**config.mk**
```make
export PLATFORM = sky130hd
export DESIGN_NAME = gpio_apb_regs
export DESIGN_NICKNAME = d
export VERILOG_FILES = /design/src/rtl/gpio_pkg.sv /design/src/rtl/gpio_sync2.sv /design/src/rtl/gpio_apb_regs.sv
export SDC_FILE = /design/constraint.sdc
export NUM_CORES = 1
export LEC_CHECK = 0
export BUFFER_PORTS_ARGS = -buffer_cell sky130_fd_sc_hd__clkbuf_2
export CELL_PAD_IN_SITES_DETAIL_PLACEMENT = 0
export CELL_PAD_IN_SITES_GLOBAL_PLACEMENT = 1
export CORE_MARGIN = 8
export CORE_UTILIZATION = 32
export DETAILED_ROUTE_END_ITERATION = 16
export PLACE_DENSITY_LB_ADDON = 0.1
export SLEW_MARGIN = 5
export SYNTH_ARGS = -nofsm -noshare
export SYNTH_HDL_FRONTEND = slang
export SYNTH_SLANG_ARGS = --single-unit
```
**constraint.sdc**
```tcl
create_clock -name clk -period 2.11 [get_ports clk]
set_input_delay 0.3165 -clock clk [delete_from_list [all_inputs] [get_ports clk]]
set_output_delay 0.3165 -clock clk [all_outputs]
set_load 0.005 [all_outputs]
```
**src/rtl/gpio_pkg.sv**
```systemverilog
// Shared definitions for the GPIO APB register bank: register offsets, CTRL bit and FSM encoding.
// The atomic OUT_SET/OUT_CLR/OUT_TGL offsets exist only when GPIO_ATOMIC_EN is defined.
package gpio_pkg;

    localparam logic [7:0] OFF_DIR        = 8'h00;
    localparam logic [7:0] OFF_OUT        = 8'h04;
    localparam logic [7:0] OFF_IN         = 8'h08;
    localparam logic [7:0] OFF_INT_EN     = 8'h0C;
    localparam logic [7:0] OFF_INT_TYPE   = 8'h10;
    localparam logic [7:0] OFF_INT_POL    = 8'h14;
    localparam logic [7:0] OFF_INT_STATUS = 8'h18;
    localparam logic [7:0] OFF_INT_PEND   = 8'h1C;
    localparam logic [7:0] OFF_CTRL       = 8'h20;
`ifdef GPIO_ATOMIC_EN
    localparam logic [7:0] OFF_OUT_SET    = 8'h24;
    localparam logic [7:0] OFF_OUT_CLR    = 8'h28;
    localparam logic [7:0] OFF_OUT_TGL    = 8'h2C;
`endif

    localparam int CTRL_GIE_BIT = 0;

    typedef enum logic [1:0] {
        ST_IDLE,
        ST_SETUP,
        ST_ACCESS
    } apb_state_e;

    typedef enum logic [3:0] {
        SEL_NONE,
        SEL_DIR,
        SEL_OUT,
        SEL_IN,
        SEL_INT_EN,
        SEL_INT_TYPE,
        SEL_INT_POL,
        SEL_INT_STATUS,
        SEL_INT_PEND,
        SEL_CTRL,
        SEL_OUT_SET,
        SEL_OUT_CLR,
        SEL_OUT_TGL
    } reg_sel_e;

    function automatic logic is_read_only(input reg_sel_e sel);
        return (sel == SEL_IN) || (sel == SEL_INT_PEND);
    endfunction

endpackage

```
**src/rtl/gpio_sync2.sv**
```systemverilog
// Parameterised two-flop synchroniser for the asynchronous gpio_in pin levels.
module gpio_sync2 #(
    parameter int WIDTH = 32
) (
    input  logic             clk,
    input  logic             rst_n,
    input  logic [WIDTH-1:0] d,
    output logic [WIDTH-1:0] q
);

    logic [WIDTH-1:0] meta_q;
    logic [WIDTH-1:0] sync_q;

    // NOTE: non-blocking assignments so the second stage takes the first stage's old value.
    always_ff @(posedge clk or negedge rst_n) begin
        if (!rst_n) begin
            meta_q <= '0;
            sync_q <= '0;
        end else begin
            meta_q <= d;
            sync_q <= meta_q;
        end
    end

    assign q = sync_q;

endmodule

```
**src/rtl/gpio_apb_regs.sv**
```systemverilog
// APB3 register bank in front of gpio_controller: APB FSM, decode, registers, W1C clear pulse, irq.
// Define GPIO_ATOMIC_EN to add the write-only OUT_SET / OUT_CLR / OUT_TGL registers.
module gpio_apb_regs
    import gpio_pkg::*;
#(
    parameter int          PIN_COUNT  = 32,
    parameter int          ADDR_WIDTH = 6,
    parameter logic [31:0] OUT_RESET  = 32'h0
) (
    input  logic                  clk,
    input  logic                  rst_n,
    input  logic                  psel,
    input  logic                  penable,
    input  logic                  pwrite,
    input  logic [ADDR_WIDTH-1:0] paddr,
    input  logic [31:0]           pwdata,
    output logic [31:0]           prdata,
    output logic                  pready,
    output logic                  pslverr,
    output logic [PIN_COUNT-1:0]  gpio_dir,
    output logic [PIN_COUNT-1:0]  gpio_out,
    input  logic [PIN_COUNT-1:0]  gpio_in,
    output logic [PIN_COUNT-1:0]  int_enable,
    output logic [PIN_COUNT-1:0]  int_type,
    output logic [PIN_COUNT-1:0]  int_polarity,
    input  logic [PIN_COUNT-1:0]  int_status,
    output logic [PIN_COUNT-1:0]  int_clear,
    input  logic                  int_out,
    output logic                  irq
);

    apb_state_e state_q, state_d;
    reg_sel_e   sel;
    logic       addr_err;
    logic       wr_commit;
    logic [31:0] rdata;
    logic [31:0] prdata_q;
    logic        pslverr_q;

    logic [PIN_COUNT-1:0] dir_q, out_q, int_en_q, int_type_q, int_pol_q, int_clear_q;
    logic                 gie_q, irq_q;
    logic [PIN_COUNT-1:0] gpio_in_sync;
    logic [PIN_COUNT-1:0] wdata;

    assign wdata = pwdata[PIN_COUNT-1:0];

    gpio_sync2 #(.WIDTH(PIN_COUNT)) u_in_sync (
        .clk   (clk),
        .rst_n (rst_n),
        .d     (gpio_in),
        .q     (gpio_in_sync)
    );

    // Misaligned addresses never match an offset, so they fall into SEL_NONE.
    always_comb begin
        sel = SEL_NONE;
        case (paddr)
            ADDR_WIDTH'(OFF_DIR):        sel = SEL_DIR;
            ADDR_WIDTH'(OFF_OUT):        sel = SEL_OUT;
            ADDR_WIDTH'(OFF_IN):         sel = SEL_IN;
            ADDR_WIDTH'(OFF_INT_EN):     sel = SEL_INT_EN;
            ADDR_WIDTH'(OFF_INT_TYPE):   sel = SEL_INT_TYPE;
            ADDR_WIDTH'(OFF_INT_POL):    sel = SEL_INT_POL;
            ADDR_WIDTH'(OFF_INT_STATUS): sel = SEL_INT_STATUS;
            ADDR_WIDTH'(OFF_INT_PEND):   sel = SEL_INT_PEND;
            ADDR_WIDTH'(OFF_CTRL):       sel = SEL_CTRL;
`ifdef GPIO_ATOMIC_EN
            ADDR_WIDTH'(OFF_OUT_SET):    sel = SEL_OUT_SET;
            ADDR_WIDTH'(OFF_OUT_CLR):    sel = SEL_OUT_CLR;
            ADDR_WIDTH'(OFF_OUT_TGL):    sel = SEL_OUT_TGL;
`endif
            default:                     sel = SEL_NONE;
        endcase
    end

    assign addr_err = (sel == SEL_NONE) || (pwrite && is_read_only(sel));

    // NOTE: every always_comb output gets a default first so no path can infer a latch.
    always_comb begin
        rdata = '0;
        case (sel)
            SEL_DIR:        rdata = 32'(dir_q);
            SEL_OUT:        rdata = 32'(out_q);
            SEL_IN:         rdata = 32'(gpio_in_sync);
            SEL_INT_EN:     rdata = 32'(int_en_q);
            SEL_INT_TYPE:   rdata = 32'(int_type_q);
            SEL_INT_POL:    rdata = 32'(int_pol_q);
            SEL_INT_STATUS: rdata = 32'(int_status);
            SEL_INT_PEND:   rdata = 32'(int_status & int_en_q);
            SEL_CTRL:       rdata[CTRL_GIE_BIT] = gie_q;
            default:        rdata = '0;
        endcase
    end

    always_comb begin
        state_d = state_q;
        case (state_q)
            ST_IDLE:   if (psel && !penable) state_d = ST_SETUP;
            ST_SETUP:  state_d = psel ? ST_ACCESS : ST_IDLE;
            ST_ACCESS: state_d = (psel && !penable) ? ST_SETUP : ST_IDLE;
            default:   state_d = ST_IDLE;
        endcase
    end

    assign wr_commit = (state_q == ST_ACCESS) && psel && penable && pwrite && !addr_err;

    // Response is captured at the end of SETUP; any other edge clears it back to zero.
    always_ff @(posedge clk or negedge rst_n) begin
        if (!rst_n) begin
            state_q   <= ST_IDLE;
            prdata_q  <= '0;
            pslverr_q <= 1'b0;
        end else begin
            state_q <= state_d;
            if (state_q == ST_SETUP && psel) begin
                prdata_q  <= (pwrite || addr_err) ? 32'h0 : rdata;
                pslverr_q <= addr_err;
            end else begin
                prdata_q  <= '0;
                pslverr_q <= 1'b0;
            end
        end
    end

    always_ff @(posedge clk or negedge rst_n) begin
        if (!rst_n) begin
            dir_q       <= '0;
            out_q       <= OUT_RESET[PIN_COUNT-1:0];
            int_en_q    <= '0;
            int_type_q  <= '0;
            int_pol_q   <= '0;
            gie_q       <= 1'b0;
            int_clear_q <= '0;
            irq_q       <= 1'b0;
        end else begin
            int_clear_q <= '0;
            irq_q       <= int_out & gie_q;
            if (wr_commit) begin
                case (sel)
                    SEL_DIR:        dir_q       <= wdata;
                    SEL_OUT:        out_q       <= wdata;
                    SEL_INT_EN:     int_en_q    <= wdata;
                    SEL_INT_TYPE:   int_type_q  <= wdata;
                    SEL_INT_POL:    int_pol_q   <= wdata;
                    SEL_INT_STATUS: int_clear_q <= wdata;
                    SEL_CTRL:       gie_q       <= pwdata[CTRL_GIE_BIT];
`ifdef GPIO_ATOMIC_EN
                    SEL_OUT_SET:    out_q       <= out_q | wdata;
                    SEL_OUT_CLR:    out_q       <= out_q & ~wdata;
                    SEL_OUT_TGL:    out_q       <= out_q ^ wdata;
`endif
                    default:        ;
                endcase
            end
        end
    end

    assign prdata       = prdata_q;
    assign pready       = (state_q == ST_ACCESS);
    assign pslverr      = pslverr_q;
    assign gpio_dir     = dir_q;
    assign gpio_out     = out_q;
    assign int_enable   = int_en_q;
    assign int_type     = int_type_q;
    assign int_polarity = int_pol_q;
    assign int_clear    = int_clear_q;
    assign irq          = irq_q;

endmodule

```
# Word level (Yosys, flattened, before mapping)
# Index checks and enable logic that the tools add are counted.
[op_classes]
n_reduce_logical = 21
shift = 0
addsub = 0
bitwise_logic = 2
eq_ne = 20
mux = 12
div = 0
multipliers = 0
order_cmp = 0
[ops]
columns = ["cell", "count"]
rows = [
  ["$pmux W31 S8", 1],
  ["$mux W32", 4],
  ["$pmux W4 S9", 1],
  ["$and A32 B32 Y32", 1],
  ["$eq A6 B5 Y1 const B", 4],
  ["$eq A4 B3 Y1 const B", 4],
  ["$eq A6 B4 Y1 const B", 2],
  ["$reduce_and A2 Y1", 6],
  ["$pmux W1 S9", 1],
  ["$eq A4 B2 Y1 const B", 2],
  ["$eq A4 B4 Y1 const B", 2],
  ["$logic_and A1 B1 Y1", 7],
  ["$eq A6 B3 Y1 const B", 1],
  ["$eq A6 B6 Y1 const B", 1],
  ["$logic_not A6 Y1", 1],
  ["$pmux W2 S3", 1],
  ["$eq A4 B1 Y1 const B", 1],
  ["$logic_not A4 Y1", 1],
  ["$mux W2", 2],
  ["$logic_or A1 B1 Y1", 3],
  ["$eq A2 B1 Y1 const B", 1],
  ["$eq A2 B2 Y1 const B", 1],
  ["$logic_not A1 Y1", 2],
  ["$logic_not A2 Y1", 1],
  ["3 further kinds", 4],
]
[word_totals]
ram_bits = 0
ff_bits = 293
in_bits = 108
wordCells = 68
out_inout_bits = 227
n_memories = 0
mem_bits_ro = 0
latchBits = 0

# Depth between registers and ports, before layout
# Gate-level depths: netlist of run 1.
[logic_depth]
depth_word = 9
mapped_depth = 8
mapped_depth_nobuf = 4

# By module
# From an unflattened synthesis of run 1, not the netlist that was laid out.
[unflattened]
cells_unflattened = 774
area_unflattened_um2 = 11619.9
[by_module_without_submodules]
columns = ["mod", "seq_area_each_um2", "cells_per_inst", "area_per_inst_um2", "n_inst"]
rows = [
  ["gpio_apb_regs", 5730.5, 710, 10018.4, 1],
  ["gpio_sync2", 1601.5, 64, 1601.5, 1],
]

# Least setup slack after synthesis of run 1
# Ideal clock, no wire load.
[synth_timing]
kind = "input to register"
from = "in paddr[4]"
to = "reg out_q[10] (netlist: gpio_out[10])"
cell_stages = 7
setup_ps = 125
arrival_time_ps = 1676
required_ps = 1985
path_slack_ps = 309
path_buffers = 3
cell_sequence = "buf_4 -> nor4_4 -> and2_1 -> buf_4 -> nand2_4 -> buf_6 -> mux2_4"
[synth_between]
elab_chain_cells = 9
word_cells_on_any_way = 20
cone_classes = "eq/ne: 11; mux: 1; reduce/logical: 8"
[synth_lines]
columns = ["item", "line_no", "rtl"]
rows = [
  ["start: declaration", "gpio_apb_regs.sv:15", "input logic [ADDR_WIDTH-1:0] paddr,"],
  ["$eq A6 B6 Y1 (tied with other cells)", "gpio_apb_regs.sv:57", "case (paddr)"],
  ["$pmux W4 S9 (*)", "gpio_apb_regs.sv:57", ""],
  ["$eq A4 B2 Y1 or $eq A4 B4 Y1 (tied branches)", "gpio_pkg.sv:45", "return (sel == SEL_IN) || (sel == SEL_INT_PEND);"],
  ["$logic_or A1 B1 Y1", "gpio_pkg.sv:45", ""],
  ["$logic_and A1 B1 Y1", "gpio_apb_regs.sv:76", "assign addr_err = (sel == SEL_NONE) || (pwrite && is_read_only(sel));"],
  ["$logic_or A1 B1 Y1", "gpio_apb_regs.sv:76", ""],
  ["$logic_not A1 Y1", "gpio_apb_regs.sv:105", "assign wr_commit = (state_q == ST_ACCESS) && psel && penable && pwrite && !addr_err;"],
  ["$logic_and A1 B1 Y1", "gpio_apb_regs.sv:105", ""],
  ["$reduce_and A2 Y1 (no source line) (*)", "-", ""],
  ["end signal: assignment", "gpio_apb_regs.sv:128", "out_q <= OUT_RESET[PIN_COUNT-1:0];"],
  ["end signal: assignment", "gpio_apb_regs.sv:141", "SEL_OUT: out_q <= wdata;"],
  ["end: declaration", "gpio_apb_regs.sv:40", "logic [PIN_COUNT-1:0] dir_q, out_q, int_en_q, int_type_q, int_pol_q, int_clear_q;"],
]
# Every way passes the cells marked *; elsewhere a longest branch is shown, timed or not.
# A chain may end at the register's enable or synchronous reset.

# Worst setup path after layout of run 1
[layout_timing]
from = "in penable"
to = "reg int_type_q[7] (netlist: int_type[7])"
[layout_between]
elab_chain_cells = 4
[layout_lines]
columns = ["item", "line_no", "rtl"]
rows = [
  ["start: declaration", "gpio_apb_regs.sv:13", "input logic penable,"],
  ["$logic_and A1 B1 Y1 (3 in a row)", "gpio_apb_regs.sv:105", ""],
  ["$reduce_and A2 Y1 (no source line)", "-", ""],
  ["end signal: assignment", "gpio_apb_regs.sv:143", "SEL_INT_TYPE: int_type_q <= wdata;"],
  ["end: declaration", "gpio_apb_regs.sv:40", ""],
]
# Every way passes these cells.

==> out/qor.json, run 1 <==
{
  "setup_path": {
    "cp_slowest_cell": "dlygate4sd3_1",
    "critical-path-max-stage-delay_ps": 530,
    "worstPathCellList": "dlygate4sd3_1 > clkbuf_2 > nand3_1 > nor2_2 > buf_4 > nand2_2 > buf_4 > mux2_2",
    "regToRegEndpoint": "int_type[10]$_DFFE_PN0P_",
    "critical_path.max_fanout": 15,
    "critPathRequiredTime_ps": 2490,
    "timing.critical_path.buf_inv": 4,
    "setup.worst_path.start_class": "input port",
    "rrSetupSlack_ps": 410,
    "reg2regPathDepth": 6,
    "path_delay_family": "buffers and inverters",
    "worstSetupEndpointType": "register",
    "path_class": "input port to register",
    "data_arrival_critical_path_ps": 2100,
    "crit_path_top_cell_by_count": "buf_4",
    "beginning_of_the_worst_register_to_register_path": "state_q[0]$_DFFE_PN0P_"
  },
  "die": {
    "die_height_um": 206.6,
    "start_util": 0.3259,
    "floorplan.core_area_sq_mm": 0.03566,
    "die_w_um": 206.6,
    "fp.dieArea_sq_mm": 0.04267,
    "io-pin-count": 335,
    "fp-row-count": 69
  },
  "routing": {
    "drtIter0Drc": 544,
    "via_per_inst": 4.983,
    "drt_pre_antenna_iters": 7,
    "drt-wirelength-per-cell_um": 25.60,
    "antenna_violating_nets_post_route": 0,
    "drcViolationCount": 0,
    "routed_wirelength_um": 42270,
    "number_of_vias_after_detailed_routing": 8227
  },
  "outcome": {
    "run_status": "finished, final reports clean"
  },
  "timing": {
    "final.min_clock_period_ps": 1715,
    "final_min_period_over_clock_period": 0.8130,
    "skew_ps": 19.24,
    "tightestPinTransition_ps": 481.4,
    "hold_violations": 0,
    "clock.fmax_mhz": 583.0,
    "count_of_final_max_slew_check_failures": 0,
    "finalHoldWorstSlack_ps": 44.15,
    "slew_headroom": 0.6791,
    "grt_setup_unrepaired": "no",
    "finalSetupTns_ps": 0,
    "setup_viol_count_final": 0
  },
  "place": {
    "port_buffers": 334,
    "routabilityCongestion": 0.7697,
    "dpl.hpwl_um": 29320
  },
  "yosys": {
    "synth_top_family_by_area": "multiplexers",
    "synth_async_sr_flop_share": 1.000,
    "synth_compound_gate_area_share": 0.09982,
    "area_share_of_xor_xnor_cells_in_the_synthesized_design": 0,
    "post_synth.cell_area_avg_sq_um": 15.01,
    "synth_fp_nets": 882,
    "edff_count_synth": 0,
    "synth.mux.area_fraction": 0.1808,
    "top_reg_cell_synth": "dfrtp_1",
    "post_synth_fa_ha_maj_area_fraction": 0,
    "synthTopCellsByArea": "dfrtp_1 (63%), mux2_2 (8.1%), mux2_4 (7.8%)",
    "ys.warnings.count": 0,
    "synth_sequential_area_ratio": 0.6310,
    "synth_top_area_cell": "dfrtp_1",
    "post_synth_and_or_nand_nor_area_fraction": 0.05965,
    "synth_cell_types": 39,
    "netlist_area_sq_mm": 0.01162,
    "syn-instance-count": 774,
    "synth.ff_latch_count": 293,
    "area_share_of_the_leading_cell_type_in_the_synthesized_netlist": 0.6310
  },
  "clock_tree": {
    "clock_tree_from_tritoncts": "built",
    "tritoncts.num_buffers": 35,
    "cts_max_path_buffers": 3,
    "clk_transition_reported_paths_ps": 50,
    "tritoncts_num_sinks": 293,
    "cts-root-buf": "clkbuf_16",
    "insertion_delay_ps": 510,
    "cts_resized": 0,
    "h-tree-depth": 2
  },
  "global_routing": {
    "grt_max_degree": 70,
    "grt_pass1_wl_um": 61290,
    "groute.usage.overall": 0.1935,
    "grt.overflow.total": 0,
    "grt_pass1_vias": 8843,
    "grt_antenna_before_repair": 2
  },
  "finish": {
    "antenna_cells_inserted": 0,
    "final_util": 0.4356,
    "final_net_count": 1276,
    "syn_to_final_growth_pct": 33.65,
    "post_route_cells_drive_above_1_share": 0.4983
  },
  "power_and_ir_drop": {
    "ir_worst_vdd_v": 0.0004275,
    "p_leak_nw": 8.154,
    "overall_power_after_layout_mw": 12.16,
    "power_density_mw_per_mm2": 782.8
  },
  "run": {
    "maxCapViolations": 0
  },
  "min_path": {
    "timing.hold.worst_endpoint": "irq$_DFF_PN0_",
    "holdCritPathClass": "input port to register",
    "min_delay_path_depth": 2,
    "worstHoldStart": "int_out"
  }
}
## worst max path at each step
stage | start | end | slack, ps | depth (start not counted)
after floorplan | paddr[4] | gpio_out[10]$_DFFE_PN0P_ | 310 | 7
after global placement | paddr[1] | int_enable[29]$_DFFE_PN0P_ | 160 | 6
after detailed placement | paddr[1] | int_enable[16]$_DFFE_PN0P_ | 120 | 6
after CTS | penable | int_type[7]$_DFFE_PN0P_ | 400 | 8
after global routing | state_q[0]$_DFFE_PN0P_ | int_type[10]$_DFFE_PN0P_ | 340 | 6
final | penable | int_type[7]$_DFFE_PN0P_ | 390 | 8
## synth_stat cells, types with 2 or more instances
| cell type | instances |
|---|---|
| nor2b_1 | 5 |
| o21ai_0 | 5 |
| mux2_4 | 60 |
| buf_4 | 5 |
| nand4_1 | 2 |
| mux2_2 | 84 |
| a32o_1 | 16 |
| inv_1 | 3 |
| clkbuf_1 | 20 |
| a21oi_1 | 18 |
| a22oi_1 | 25 |
| and3_1 | 2 |
| and2_1 | 42 |
| dfrtp_1 | 293 |
| nand2b_1 | 32 |
| a32oi_1 | 16 |
| mux2_1 | 19 |
| a31oi_1 | 15 |
| a22o_1 | 11 |
| nor2_1 | 9 |
| buf_2 | 20 |
| nand2_1 | 9 |
| nand2_4 | 3 |
| mux2i_1 | 4 |
| buf_6 | 9 |
| or3_1 | 3 |
| a222oi_1 | 32 |
## power breakdown
part / internal [mW] / switching (mW)
logic: 0.227 / 0.354
registers: 5.70 / 0.0344
clock network: 3.52 / 2.32
total: 9.45 / 2.71
## cell families (layout without fill, tap and decap cells)
family / Yosys count / after routing
DFF: 293 / 293
and+or+nand+nor: 112 / 112
muxes: 167 / 167
AOI/OAI and AO/OA: 143 / 143
buffers and inverters: 59 / 475
## sequential cells by signal (all words and copies together), names as in the netlist
name	flops
int_enable	32
gpio_out	32
u_in_sync.q	32
gie_q	1
gpio_dir	32
int_polarity	32
irq	1
prdata	32
state_q	2
int_clear	32
int_type	32
pslverr	1
u_in_sync.meta_q	32
## what timing repair did
action | in CTS | in global routing
hold endpoints to repair | 80 | 0
buffers inserted | 0 | 0
hold buffers | 34 | 0
## layout make-up
cell class | instances | area [sq um]
repair buffers | 413 | 2522
inverters | 3 | 11.26
clock inverters | 8 | 65.06
multi-input cells | 422 | 3984
fillers | 3365 | 20130
flip-flops and latches | 293 | 7332
clock buffers | 51 | 1039
well taps | 461 | 576.8
## metal layers
metal / GRT usage / wire length [um] / share of wire
met1: 0.2658 / 18940 / 0.45
met2: 0.3132 / 20060 / 0.47
met3: 0.04104 / 2612 / 0.062
met4: 0.03932 / 658 / 0.016
met5: 0 / 0 / 0
## stage by stage
step	cell area [sq um]	std cells	worst slack, ps
after detailed placement	14090	1558	122.6
after CTS	15530	1651	398.2
final	15530	1651	394.7
after floorplan	11620	774	308.8
after global placement	14090	1558	157.8
after global routing	15530	1651	339.3
## cell usage in the layout (no fill, tap or decap), types with 2 or more instances in the layout
cell           instances
nand2_2                2
a31oi_1               15
nor2b_2                2
a32o_1                16
a32oi_1               16
clkbuf_8               6
dlygate4sd3_1         34
clkbuf_1               8
or3_1                  2
and2_2                 2
mux2i_1                4
dfrtp_1              293
inv_1                  3
and2_1                40
mux2_1                19
nand2_1                7
nand2_4                3
a22o_1                11
nor2b_1                3
and3_2                 2
clkbuf_16             37
buf_4                 32
a21oi_1               18
nor2_1                 7
nand4_1                2
a22oi_1               25
a222oi_1              32
mux2_2                84
mux2_4                60
clkbuf_2             333
nand2b_1              32
nor2_2                 3
buf_12                13
clkinv_2               7
o21ai_0                5
No activity file was read; power rests on OpenSTA's default activity.
==> run 2, diff against run 1 <==
--- a/config.mk
+++ b/config.mk
@@ -5,6 +5,7 @@
 export SDC_FILE = /design/constraint.sdc
 export NUM_CORES = 1
 export LEC_CHECK = 0
+export ABC_AREA = 1
 export BUFFER_PORTS_ARGS = -buffer_cell sky130_fd_sc_hd__clkbuf_2
 export CELL_PAD_IN_SITES_DETAIL_PLACEMENT = 0
 export CELL_PAD_IN_SITES_GLOBAL_PLACEMENT = 1
==> constraint.sdc (replaced) <==
create_clock -name clk -period 1.54 [get_ports clk]
set_input_delay 0.231 -clock clk [delete_from_list [all_inputs] [get_ports clk]]
set_output_delay 0.231 -clock clk [all_outputs]
set_load 0.005 [all_outputs]
==> run 2 against run 1 <==
- the run now ends with setup timing left
- routed wire length grew 25%
- worst setup slack lost 460 ps
- hold slack lost 11 ps
- power grew 33%
- count of clock-buffer cells in the layout is the same
- area after synthesis grew 2.6%
- combinational power grew 32%
- clock power grew 30%
- sequential share of layout area shrank 5.0 points
- via count grew 34%
==> out/qor.json, run 2 <==
{
  "yosys": {
    "post_synth.cell_area_avg_sq_um": 8.699,
    "synth_cell_types": 27,
    "synth_fp_nets": 1478,
    "area_share_of_the_leading_cell_type_in_the_synthesized_netlist": 0.6152,
    "synth.ff_latch_count": 293,
    "netlist_area_sq_mm": 0.01192,
    "syn-instance-count": 1370,
    "synthTopCellsByArea": "dfrtp_1 (62%), nand2_1 (24%), nor2_1 (2.9%)",
    "ys.warnings.count": 0,
    "edff_count_synth": 0,
    "synth_sequential_area_ratio": 0.6152,
    "yosys-top-cells-count": "nand2_1 (761), dfrtp_1 (293), nor2_1 (92), a21boi_0 (29), a21oi_1 (29)",
    "top_reg_cell_synth": "dfrtp_1",
    "synth_top_area_cell": "dfrtp_1",
    "synth_async_sr_flop_share": 1.000,
    "synth.most_common_cell": "nand2_1"
  },
  "setup_path": {
    "path_delay_family": "simple AND/OR/NAND/NOR gates",
    "cp_slowest_cell": "dfrtp_1",
    "setup.worst_path.start_class": "register",
    "path_class": "register to register",
    "critical-path-max-stage-delay_ps": 400,
    "critical_path.max_fanout": 8,
    "timing.critical_path.buf_inv": 3,
    "worstPathCellList": "inv_2 > nand2_4 > nor2_4 > nand3_4 > buf_12 > nor2_8 > clkbuf_16 > nand2_2 > nand2_1",
    "critPathRequiredTime_ps": 1970,
    "data_arrival_critical_path_ps": 2040,
    "worstSetupEndpointType": "register"
  },
  "clock_tree": {
    "clock_tree_from_tritoncts": "built",
    "cts_max_path_buffers": 3,
    "clk_transition_reported_paths_ps": 60,
    "insertion_delay_ps": 510,
    "tritoncts.num_buffers": 35,
    "h-tree-depth": 2,
    "cts-root-buf": "clkbuf_16",
    "tritoncts_num_sinks": 293
  },
  "global_routing": {
    "grt_pass1_vias": 11230,
    "grt.overflow.total": 0,
    "groute.usage.overall": 0.2281,
    "grt_max_degree": 49,
    "grt_pass1_wl_um": 75400,
    "grt_antenna_before_repair": 1
  },
  "routing": {
    "drt-wirelength-per-cell_um": 22.71,
    "routed_wirelength_um": 52900,
    "drcViolationCount": 0,
    "number_of_vias_after_detailed_routing": 11040,
    "antenna_violating_nets_post_route": 0,
    "drt_pre_antenna_iters": 5,
    "drtIter0Drc": 663,
    "via_per_inst": 4.741
  },
  "finish": {
    "n_fill_cell": 3569,
    "final_net_count": 1952,
    "post_route_cells_drive_above_1_share": 0.3493,
    "finish.cell_count_without_fillers": 2329,
    "layout.cells.most_common": "nand2_1",
    "syn_to_final_growth_pct": 45.81,
    "layout.cells.most_common_list": "nand2_1 (653), clkbuf_2 (332), dfrtp_1 (293)",
    "antenna_cells_inserted": 0
  },
  "power_and_ir_drop": {
    "ir_worst_vdd_v": 0.0006791,
    "power_density_mw_per_mm2": 933.2,
    "overall_power_after_layout_mw": 16.22,
    "p_leak_nw": 9.557
  },
  "timing": {
    "slew_headroom": 0.7175,
    "worst_slack_ps": -69.62,
    "final.min_clock_period_ps": 1610,
    "hold_violations": 0,
    "tightestPinTransition_ps": 423.7,
    "finalSetupTns_ps": -2932,
    "clock.fmax_mhz": 621.3,
    "grt_setup_unrepaired": "yes",
    "final_min_period_over_clock_period": 1.045,
    "setup_viol_count_final": 92,
    "skew_ps": 20.21,
    "count_of_final_max_slew_check_failures": 0
  },
  "die": {
    "die_w_um": 209.0,
    "start_util": 0.3255,
    "fp-row-count": 70,
    "floorplan.core_area_sq_mm": 0.03661,
    "io-pin-count": 335,
    "die_height_um": 209.0,
    "fp.dieArea_sq_mm": 0.04367
  },
  "place": {
    "post-place-cells": 2207,
    "dpl.hpwl_um": 34610,
    "routabilityCongestion": 0.7997,
    "port_buffers": 334
  },
  "run": {
    "maxCapViolations": 0
  },
  "outcome": {
    "run_status": "finished, violations left",
    "failed_checks": "setup timing"
  },
  "min_path": {
    "holdCritPathClass": "input port to register"
  }
}
run 2: changes by cell type in the layout (fill, tap and decap cells not counted), moves of 27 or more:
cell | previous run | this run
a21boi_0 | 0 | 29
a222oi_1 | 32 | 0
and2_1 | 40 | 0
buf_12 | 13 | 40
buf_4 | 32 | 67
mux2_2 | 84 | 0
mux2_4 | 60 | 0
nand2_1 | 7 | 653
nand2_2 | 2 | 88
nand2b_1 | 32 | 0
nor2_1 | 7 | 88
run 2: final cells by class:
cell class	instances	area, sq um	share of cell area
sequential	293	7332	0.4219
multi-input combinational	993	4602	0.2648
timing repair buffer	501	3757	0.2162
clock buffer	51	1006	0.05789
tap	468	585.6	0.03370
inverter	20	75.07	0.004320
clock inverter	3	18.77	0.001080
run 2: where the power goes:
part	leakage [nW]	internal [mW]	switching, mW
clock network	0.505	4.48	3.14
logic	5.11	0.291	0.477
registers	3.94	7.79	0.0317
run 2: metal layers:
metal,wire (um),vias up,share of wire,track usage
met4,1123,2,0.021,0.05468
li1,-,5199,-,-
met5,13,-,0.00025,0
met1,23390,5387,0.44,0.3072
met2,24830,393,0.47,0.3707
met3,3549,60,0.067,0.04999
run 2: path summary, 6_finish.rpt:
path / from / cells after the start / slack [ps] / endpoint
max reg2reg: state_q[0]$_DFFE_PN0P_ / 9 / -70 / gpio_out[0]$_DFFE_PN0P_
min in group asynchronous: rst_n / 2 / 230 / int_clear[5]$_DFF_PN0_
min reg2reg: u_in_sync.meta_q[10]$_DFF_PN0_ / 0 / 350 / u_in_sync.q[10]$_DFF_PN0_
max: state_q[0]$_DFFE_PN0P_ / 9 / -70 / gpio_out[0]$_DFFE_PN0P_
min: pwdata[7] / 3 / 30 / int_enable[7]$_DFFE_PN0P_
max in group asynchronous: rst_n / 4 / 590 / gpio_out[27]$_DFFE_PN0P_
run 2: cell families (layout without fill, tap and decap cells):
family,after synthesis,count (layout),share of synthesized area
compound gates,68,68,0.03727
simple gates,924,925,0.3108
buf+inv,85,575,0.03674
flops,293,293,0.6152
run 2: repair_timing:
item / in CTS / in global routing
setup endpoints to repair: 171 / 201
pin swaps: 9 / 42
hold buffers: 37 / 0
gates resized for setup: 26 / 130
cloned: 4 / 10
endpoints found under the hold margin: 94 / 0
buffers inserted: 15 / 5
run 2: tightest hold or removal path, stage by stage:
cell      delay, ps
clkbuf_2        150
nand2_2          80
nand2_1          40
run 2: stage by stage:
| stage | util | area (sq um) | setup WS, ps | hold WS (ps) |
|---|---|---|---|---|
| after global placement | 0.4117 | 15070 | -360.4 | 169.4 |
| after detailed placement | 0.4117 | 15070 | -372.0 | 163.2 |
| after CTS | 0.4577 | 16760 | -40.86 | 2.542 |
| after floorplan | - | 11950 | -4.211 | -64.59 |
| final | 0.4746 | 17380 | -69.62 | 33.03 |
| after global routing | 0.4746 | 17380 | -158.3 | 38.37 |
==> run 3, diff against run 2 <==
--- a/config.mk
+++ b/config.mk
@@ -10,7 +10,7 @@
 export CELL_PAD_IN_SITES_DETAIL_PLACEMENT = 0
 export CELL_PAD_IN_SITES_GLOBAL_PLACEMENT = 1
 export CORE_MARGIN = 8
-export CORE_UTILIZATION = 32
+export CORE_UTILIZATION = 35
 export DETAILED_ROUTE_END_ITERATION = 16
 export PLACE_DENSITY_LB_ADDON = 0.1
 export SLEW_MARGIN = 5
==> run 3 against run 2 <==
- the flow still finishes with violations (setup timing)
- via count shrank 0.59%
- clock skew shrank 3.3 ps
- routed wire length shrank 8.4%
- maximum frequency grew 4.5%
- die area shrank 7.9%
- first-iteration DRC count shrank 1.4%
- sequential power is essentially flat
- critical path type unchanged
- highest routed layer unchanged
==> out/qor.json, run 3 (synthesis gave the netlist of run 2 again) <==
{
  "outcome": {
    "run_status": "finished, violations left",
    "failed_checks": "setup timing"
  },
  "routing": {
    "drtIter0Drc": 654,
    "via_per_inst": 4.776,
    "antenna_violating_nets_post_route": 0,
    "routed_wirelength_um": 48470,
    "drt_pre_antenna_iters": 5,
    "number_of_vias_after_detailed_routing": 10980,
    "drt-wirelength-per-cell_um": 21.09,
    "drcViolationCount": 0
  },
  "power_and_ir_drop": {
    "intPower_mw": 12.93,
    "power_density_mw_per_mm2": 982.2,
    "power.switching_fraction": 0.2253,
    "power.share.sequential": 0.469,
    "p_leak_nw": 9.315,
    "ir_worst_vdd_v": 0.0008237,
    "p_switching_mw": 3.759,
    "power.share.combinational": 0.045,
    "power.share.clock": 0.486
  },
  "finish": {
    "final_net_count": 1934,
    "layout.cells.most_common": "nand2_1",
    "final_util": 0.5066,
    "syn_to_final_growth_pct": 42.54,
    "post_route_cells_drive_above_1_share": 0.3005,
    "n_fill_cell": 3246,
    "finish.cell_count_without_fillers": 2298,
    "antenna_cells_inserted": 0,
    "layout.cells.most_common_list": "nand2_1 (726), clkbuf_2 (332), dfrtp_1 (293)"
  },
  "setup_path": {
    "rrSetupSlack_ps": -0.08,
    "critPathRequiredTime_ps": 1980,
    "worstSetupEndpointType": "register",
    "setup.worst_path.start_class": "register",
    "regToRegEndpoint": "gpio_dir[11]$_DFFE_PN0P_",
    "path_class": "register to register",
    "critical_path.max_fanout": 15,
    "data_arrival_critical_path_ps": 1980,
    "reg2regPathDepth": 9,
    "beginning_of_the_worst_register_to_register_path": "state_q[0]$_DFFE_PN0P_"
  },
  "die": {
    "io-pin-count": 335,
    "die_w_um": 200.5,
    "start_util": 0.3554,
    "fp.dieArea_sq_mm": 0.04021,
    "floorplan.core_area_sq_mm": 0.03353,
    "die_height_um": 200.5,
    "fp-row-count": 67
  },
  "clock_tree": {
    "cts-root-buf": "clkbuf_16",
    "h-tree-depth": 2,
    "tritoncts.num_buffers": 36,
    "tritoncts_num_sinks": 293,
    "clock_tree_from_tritoncts": "built",
    "cts_max_path_buffers": 3,
    "insertion_delay_ps": 520,
    "clk_transition_reported_paths_ps": 60
  },
  "global_routing": {
    "grt_antenna_before_repair": 1,
    "grt_pass1_vias": 11360,
    "grt.overflow.total": 0,
    "groute.usage.overall": 0.2335,
    "grt_max_degree": 74,
    "grt_pass1_wl_um": 72510
  },
  "place": {
    "dpl.hpwl_um": 33590,
    "routabilityCongestion": 0.8418,
    "post-place-cells": 2180,
    "port_buffers": 334
  },
  "min_path": {
    "min_delay_path_depth": 3,
    "holdCritPathClass": "input port to register",
    "timing.hold.worst_endpoint": "int_polarity[3]$_DFFE_PN0P_",
    "worstHoldStart": "pwdata[3]"
  },
  "timing": {
    "clock.fmax_mhz": 649.3,
    "worst_slack_ps": -0.07816,
    "setup_viol_count_final": 1,
    "skew_ps": 16.89,
    "grt_setup_unrepaired": "yes",
    "final_min_period_over_clock_period": 1.000,
    "tightestPinTransition_ps": 410.0,
    "final.min_clock_period_ps": 1540,
    "hold_violations": 0,
    "slew_headroom": 0.7267,
    "count_of_final_max_slew_check_failures": 0
  },
  "run": {
    "maxCapViolations": 0
  }
}
## run 3: cell types whose count changed in the layout (fill, tap and decap cells not counted), moves of 5 or more
| cell | delta |
|---|---|
| nand2_1 | +73 |
| nand2_2 | -64 |
| buf_4 | -16 |
| nand2_4 | -9 |
| buf_6 | -8 |
| dlygate4sd3_1 | +8 |
| clkinv_2 | +5 |
## run 3: worst max-delay path by stage
stage,from,end,cells past startpoint
floorplan,paddr[1],gpio_out[10]$_DFFE_PN0P_,12
global placement,paddr[1],gpio_dir[24]$_DFFE_PN0P_,11
detailed placement,paddr[4],gpio_dir[12]$_DFFE_PN0P_,10
CTS,state_q[0]$_DFFE_PN0P_,int_enable[17]$_DFFE_PN0P_,9
global route,state_q[0]$_DFFE_PN0P_,int_polarity[18]$_DFFE_PN0P_,9
finish,state_q[0]$_DFFE_PN0P_,gpio_dir[11]$_DFFE_PN0P_,9
## run 3: stage by stage
step	worst slack, ps	instance area (sq um)	power, mW	TNS [ps]	hold WS [ps]
after floorplan	-4.211	11950	8.054	-302.2	-64.59
after global placement	-253.1	15060	8.618	-40030	91.75
after detailed placement	-290.6	15060	8.620	-46050	95.45
after CTS	8.791	16680	16.89	0	0.2880
after global routing	-85.77	16990	17.26	-5138	19.67
final	-0.07816	16990	16.68	-0.07816	19.17
## run 3: area by class of cell
type	instances	area [sq um]	share of cell area
clock inverter	9	76.32	0.004493
clock buffer	53	1036	0.06099
sequential	293	7332	0.4316
inverter	20	75.07	0.004419
tap	448	560.5	0.03300
multi-input combinational	992	4355	0.2564
timing repair buffer	483	3552	0.2091
## run 3: metal layers
layer | part of all wire | GRT usage | routed length [um] | vias to the layer above
met5 | 0.00021 | 0 | 10 | -
met4 | 0.025 | 0.06229 | 1205 | 2
met1 | 0.44 | 0.3103 | 21360 | 5366
li1 | - | - | - | 5164
met3 | 0.075 | 0.06471 | 3653 | 73
met2 | 0.46 | 0.3711 | 22240 | 371
## run 3: worst max-delay path, cell delays in order (launching register included)
cell,delay [ps]
dfrtp_1,380
inv_2,90
nand2_4,60
nor2_4,160
nand3_2,120
buf_12,180
nor2_8,140
buf_12,180
nand2_1,80
nand2_2,60
## run 3: repair_timing
action / CTS / global route
buffers inserted: 2 / 5
setup endpoints to repair: 161 / 114
pin swaps: 2 / 23
endpoints found under the hold margin: 244 / 0
gates cloned: 1 / 5
hold buffers: 45 / 0
resized for setup: 6 / 55
## run 3: power by group through the flow
stage	combinational (mW)	clock, mW	sequential, mW
final	0.745	8.11	7.83
after global routing	0.819	8.61	7.83
after CTS	0.752	8.31	7.83
after detailed placement	0.657	0	7.96
after global placement	0.655	0	7.96
after floorplan	0.0985	0	7.96
